[src/rtl/tank_actuator_ctrl.sv]
// Tank actuator controller: debounced level probes and a one-hot Moore FSM driving valve, mixer and drain.
// Optional fill watchdog is built only when TANK_FILL_TIMEOUT_EN is defined.
module tank_actuator_ctrl #(
  parameter int unsigned DEB_CYC  = 4,
  parameter int unsigned FILL_TMO = 1000,
  parameter int unsigned MIX_CYC  = 16
) (
  input  logic clk,
  input  logic reset,
  input  logic Ve,
  input  logic Mist,
  input  logic Limp,
  input  logic nv1_raw,
  input  logic nv0_raw,
  input  logic fault_clr,
  output logic Nv1,
  output logic Nv0,
  output logic valve_drv,
  output logic mixer_drv,
  output logic drain_drv,
  output logic fault
);

  localparam int unsigned DEB_W = 8;
  localparam int unsigned MIX_W = 8;

  // Parameter range guard, evaluated at elaboration.
  if (DEB_CYC < 1 || DEB_CYC > 255 || MIX_CYC < 1 || MIX_CYC > 255 ||
      FILL_TMO < 1 || FILL_TMO > 65535) begin : g_bad_param
    $error("tank_actuator_ctrl: parameter out of range");
  end

  typedef enum logic [4:0] {
    IDLE  = 5'b00001,
    FILL  = 5'b00010,
    MIX   = 5'b00100,
    CLEAN = 5'b01000,
    FAULT = 5'b10000
  } state_t;

  state_t state;
  state_t state_nxt;

  logic [1:0]       sync1;
  logic [1:0]       sync2;
  logic [1:0]       lvl;
  logic [DEB_W-1:0] deb_cnt [2];
  logic [MIX_W-1:0] mix_cnt;
  logic             mix_done;
  logic             fill_tmo;
  logic             full;
  logic             empty;
  logic             incons;

  // Probe synchronizers and per-probe stability counters; index 1 = high probe, 0 = low probe.
  always_ff @(posedge clk or negedge reset) begin
    if (!reset) begin
      sync1      <= '0;
      sync2      <= '0;
      lvl        <= '0;
      deb_cnt[0] <= '0;
      deb_cnt[1] <= '0;
    end else begin
      sync1 <= {nv1_raw, nv0_raw};
      sync2 <= sync1;
      for (int i = 0; i < 2; i++) begin
        if (sync2[i] == lvl[i]) begin
          deb_cnt[i] <= '0;
        end else if (deb_cnt[i] == DEB_W'(DEB_CYC - 1)) begin
          lvl[i]     <= sync2[i];
          deb_cnt[i] <= '0;
        end else begin
          deb_cnt[i] <= deb_cnt[i] + DEB_W'(1);
        end
      end
    end
  end

  assign Nv1    = lvl[1];
  assign Nv0    = lvl[0];
  assign full   = lvl[1] & lvl[0];
  assign empty  = ~lvl[1] & ~lvl[0];
  assign incons = lvl[1] & ~lvl[0];

  // Mixer dwell counter; zero everywhere outside MIX so it restarts on each entry.
  always_ff @(posedge clk or negedge reset) begin
    if (!reset) begin
      mix_cnt <= '0;
    end else if (state != MIX) begin
      mix_cnt <= '0;
    end else if (!mix_done) begin
      mix_cnt <= mix_cnt + MIX_W'(1);
    end
  end

  assign mix_done = (mix_cnt == MIX_W'(MIX_CYC - 1));

`ifdef TANK_FILL_TIMEOUT_EN
  localparam int unsigned TMO_W = 16;

  logic [TMO_W-1:0] fill_cnt;

  // Fill watchdog: fires on the FILL_TMO-th consecutive FILL cycle.
  always_ff @(posedge clk or negedge reset) begin
    if (!reset) begin
      fill_cnt <= '0;
    end else if (state != FILL) begin
      fill_cnt <= '0;
    end else if (!fill_tmo) begin
      fill_cnt <= fill_cnt + TMO_W'(1);
    end
  end

  assign fill_tmo = (fill_cnt == TMO_W'(FILL_TMO - 1));
`else
  assign fill_tmo = 1'b0;
`endif

  always_ff @(posedge clk or negedge reset) begin
    if (!reset) begin
      state <= IDLE;
    end else begin
      state <= state_nxt;
    end
  end

  // Next state; an inconsistent level overrides every other transition.
  always_comb begin
    state_nxt = state;
    case (state)
      IDLE: begin
        if (Ve && !full) begin
          state_nxt = FILL;
        end else if (Mist) begin
          state_nxt = MIX;
        end else if (Limp && !empty) begin
          state_nxt = CLEAN;
        end
      end
      FILL: begin
        if (full || !Ve) begin
          state_nxt = IDLE;
        end else if (fill_tmo) begin
          state_nxt = FAULT;
        end
      end
      MIX: begin
        if (mix_done && !Mist) begin
          state_nxt = IDLE;
        end
      end
      CLEAN: begin
        if (empty || !Limp) begin
          state_nxt = IDLE;
        end
      end
      FAULT: begin
        if (fault_clr && !incons) begin
          state_nxt = IDLE;
        end
      end
      default: state_nxt = IDLE;
    endcase
    if (incons) begin
      state_nxt = FAULT;
    end
  end

  // Moore decode; one-hot encoding makes each drive a single state flop.
  always_comb begin
    valve_drv = 1'b0;
    mixer_drv = 1'b0;
    drain_drv = 1'b0;
    fault     = 1'b0;
    case (state)
      FILL:    valve_drv = 1'b1;
      MIX:     mixer_drv = 1'b1;
      CLEAN:   drain_drv = 1'b1;
      FAULT:   fault     = 1'b1;
      default: ;
    endcase
  end

endmodule
[config.mk]
export PLATFORM = sky130hd
export DESIGN_NAME = tank_actuator_ctrl
export DESIGN_NICKNAME = d
export VERILOG_FILES = /design/src/rtl/tank_actuator_ctrl.sv
export SDC_FILE = /design/constraint.sdc
export NUM_CORES = 1
export LEC_CHECK = 0
export ABC_AREA = 1
export CORE_UTILIZATION = 54
export CTS_BUF_LIST = sky130_fd_sc_hd__clkbuf_4
export CTS_CLUSTER_SIZE = 14
export DETAILED_ROUTE_END_ITERATION = 12
export GPL_ROUTABILITY_DRIVEN = 0
export GPL_TIMING_DRIVEN = 0
export PLACE_DENSITY = 0.82
export SYNTH_ARGS = -nofsm -noshare
export SYNTH_HDL_FRONTEND = slang
export SYNTH_SLANG_ARGS = --single-unit
[constraint.sdc]
create_clock -name clk -period 1.4 [get_ports clk]
set_input_delay 0.28 -clock clk [delete_from_list [all_inputs] [get_ports clk]]
set_output_delay 0.28 -clock clk [all_outputs]
set_load 0.02 [all_outputs]
==> impl_metrics.yaml <==
detailed_routing:
  wl_per_cell_um: 12.5
  dr.pass1.iters: 4
  drcViolationCount: 0
  wirelength_mm: 3.44
  final_antenna_net_count: 0
  vias: 1393
  vias_per_cell: 5.08
  first_iter_violations: 49
yosys:
  synth-seq-area-share_pct: 49.9
  syn_nets: 211
  yosysUniqueCellTypes: 32
  ys_ff_latch: 35
  async_reset_ff_share_pct: 100
  synth-edff-count: 0
  netlist_instances: 200
  netlist_area_sq_um: 1760
  yosys_warnings: 0
  synthFlopType: "dfrtp_1"
  synth.avg_cell_area_sq_um: 8.79
critical_path:
  crit_path_start_kind: "flip-flop"
  crit_arrival_ps: 1360
  cp_max_fo: 3
  rrSetupSlack_ps: 80
  worstRegToRegCells: 9
  reg2reg_from: "mix_cnt[0]"
  crit_path_end: "drain_drv"
  critical_path_class: "reg -> out"
  cp.required_ps: 1120
  crit_start: "state[1]"
  cp-end-kind: "output port"
  rr_endpoint: "mix_cnt[7]"
cells_and_area:
  area_growth_syn_to_layout_pct: 22.1
  most-common-layout-cells: "dfrtp_1, nor2_1, inv_1, nand2_1, nand3_1"
  fillCellCount: 261
  n_antenna_cell: 0
  final_cell_area_sq_um: 2150
  nets: 240
  final_common_cell: "dfrtp_1"
  drive_gt1_share_pct: 26.5
flow_run:
  cap_viol_max_count: 0
clock_network:
  clkTransAtPathRegs_ps: 100
  clockRootBuffer: "clkbuf_4"
  clock_latency_ps: 340
  cts_buffers: 5
  clock_sinks: 35
  clk_path_buf_depth: 2
  cts_tree: "done"
  htree_levels: 2
power_and_ir_drop:
  switchingPower_mw: 1.16
  ir_drop_mv: 0.771
  p_leak_nw: 0.978
  switching_share_pct: 38.2
  p_int_mw: 1.87
  clock_power_share_pct: 19.2
  power_density_nw_per_um2: 1410
  seq_power_share_pct: 46.3
  finalPower_mw: 3.02
  comb_power_share_pct: 34.4
timing:
  min_period_over_period_pct: 117
  hold_viol_final: 9
  report.final.slew_viol_count: 0
  setup_viol: 4
  slew_headroom_pct: 49.8
  rsz0062_at_grt: "yes"
  skew_ps: 8.04
  fmax_mhz: 611
  whs_ps: -3.26
  worst_pin_slew_ps: 754
  finalWorstSetupSlack_ps: -236
  layout_min_cycle_time_ps: 1640
floorplanning:
  rows: 20
  core_sq_um: 3080
  io_pins: 14
  start_util_pct: 57.1
  fp.dieW_um: 59.1
  die_h_um: 59.1
  die_area_sq_um: 3490
placement:
  dp_hpwl_mm: 2.14
  port_buffers: 13
  placed_cell_area_sq_um: 1940
grt:
  grt_pass1_wl_mm: 5.51
  grt_pass1_vias: 1270
  grt_overflow_total: 0
  grt_max_degree: 36
  grtUsageTotal_pct: 22.3
  antenna_found_initial: 0
status:
  outcome: "finished, violations left"
  violations: "negative hold slack, negative setup slack"
hold_path:
  worst_hold_path_type: "in -> async"
==> per-layer routing <==
| layer | vias up | track usage [%] | wire, um |
|---|---|---|---|
| met5 | - | 0 | 0 |
| li1 | 701 | - | - |
| met3 | 5 | 7.21 | 113 |
| met4 | 0 | 10.2 | 68 |
| met1 | 663 | 26.3 | 1410 |
| met2 | 24 | 37.0 | 1850 |
==> state kept, by name, indices dropped and copies added (netlist names) <==
name     count
deb_cnt     16
mix_cnt      8
state        5
lvl          2
sync1        2
sync2        2
==> cells in the mapped netlist (2+ instances only) <==
master    instances  area share, %
inv_2             2           0.43
ha_1              3            2.1
nand3_2           2            1.1
nor2_2            5            1.8
xnor2_1           3            1.5
xor2_1            4            2.0
nor3_2            2            1.1
a21oi_1           7            2.0
nand2_1          25            5.3
nand3_1          14            4.0
nor4_1            3            1.1
inv_1            31            6.6
nor2_1           30            6.4
o21ai_0           7            2.0
nor3_1            4            1.1
nand4_2           2            1.4
nand4_1           5            1.8
dfrtp_1          34             48
a211oi_1          2           0.85
o21ai_1           2           0.57
nor2_4            2            1.3
==> how the worst min path moves through the flow <==
stage	end	cells past startpoint	slack (ps)
6_report	mix_cnt[7]	1	-3
5_1_grt	mix_cnt[2]	1	60
4_1_cts	deb_cnt[13]	1	20
3_5_place_dp	sync2[0]	0	340
3_3_place_gp	sync2[0]	0	340
2_1_floorplan	deb_cnt[0]	0	-20
==> metrics by stage <==
stage	TNS (ps)	setup slack (ps)	std cells	utilization, %
6_report	-797	-236	274	69.8
3_3_place_gp	-24930	-677	257	63.1
4_1_cts	-841	-241	268	67.4
2_1_floorplan	0	37.8	200	-
5_1_grt	-1060	-313	274	69.8
3_5_place_dp	-1640	-383	257	63.0
==> area by class of cell <==
cell class	count	area, sq um	area share (%)
Inverter	35	139	6.47
Clock buffer	8	60.1	2.80
Timing Repair Buffer	22	190	8.86
Tap cell	44	55.1	2.56
Multi-Input combinational cell	130	821	38.2
Sequential cell	35	882	41.1
==> kinds of logic (layout without fill, tap and decap cells) <==
kind of cell / Yosys count / count (layout) / synth area share (%)
AOI/OAI and AO/OA: 21 / 21 / 6.97
xor gates and xnor gates: 7 / 7 / 3.49
adders and majority gates: 3 / 3 / 2.14
buffers and inverters: 35 / 65 / 7.54
DFF: 35 / 35 / 49.9
and+or+nand+nor: 99 / 99 / 30.0
==> power groups by stage <==
stage / logic [mW] / clock network [mW] / registers (mW)
after CTS: 0.944 / 0.603 / 1.39
after detailed placement: 0.870 / 0 / 1.38
after floorplan: 0.582 / 0 / 1.38
final: 1.04 / 0.581 / 1.40
after global routing: 1.17 / 0.649 / 1.43
after global placement: 0.840 / 0 / 1.38
==> worst max-delay path, cell delays in order (launching register included) <==
cell	delay, ps
dfrtp_1	430
nor2_4	160
inv_2	80
nor4_4	160
buf_4	190
==> repair_timing <==
action	CTS	global route
hold buffers	0	0
setup endpoints to repair	11	15
setup buffers	3	6
pin swaps	4	7
gates resized for setup	45	12
Power figures use the tool's default switching activity.
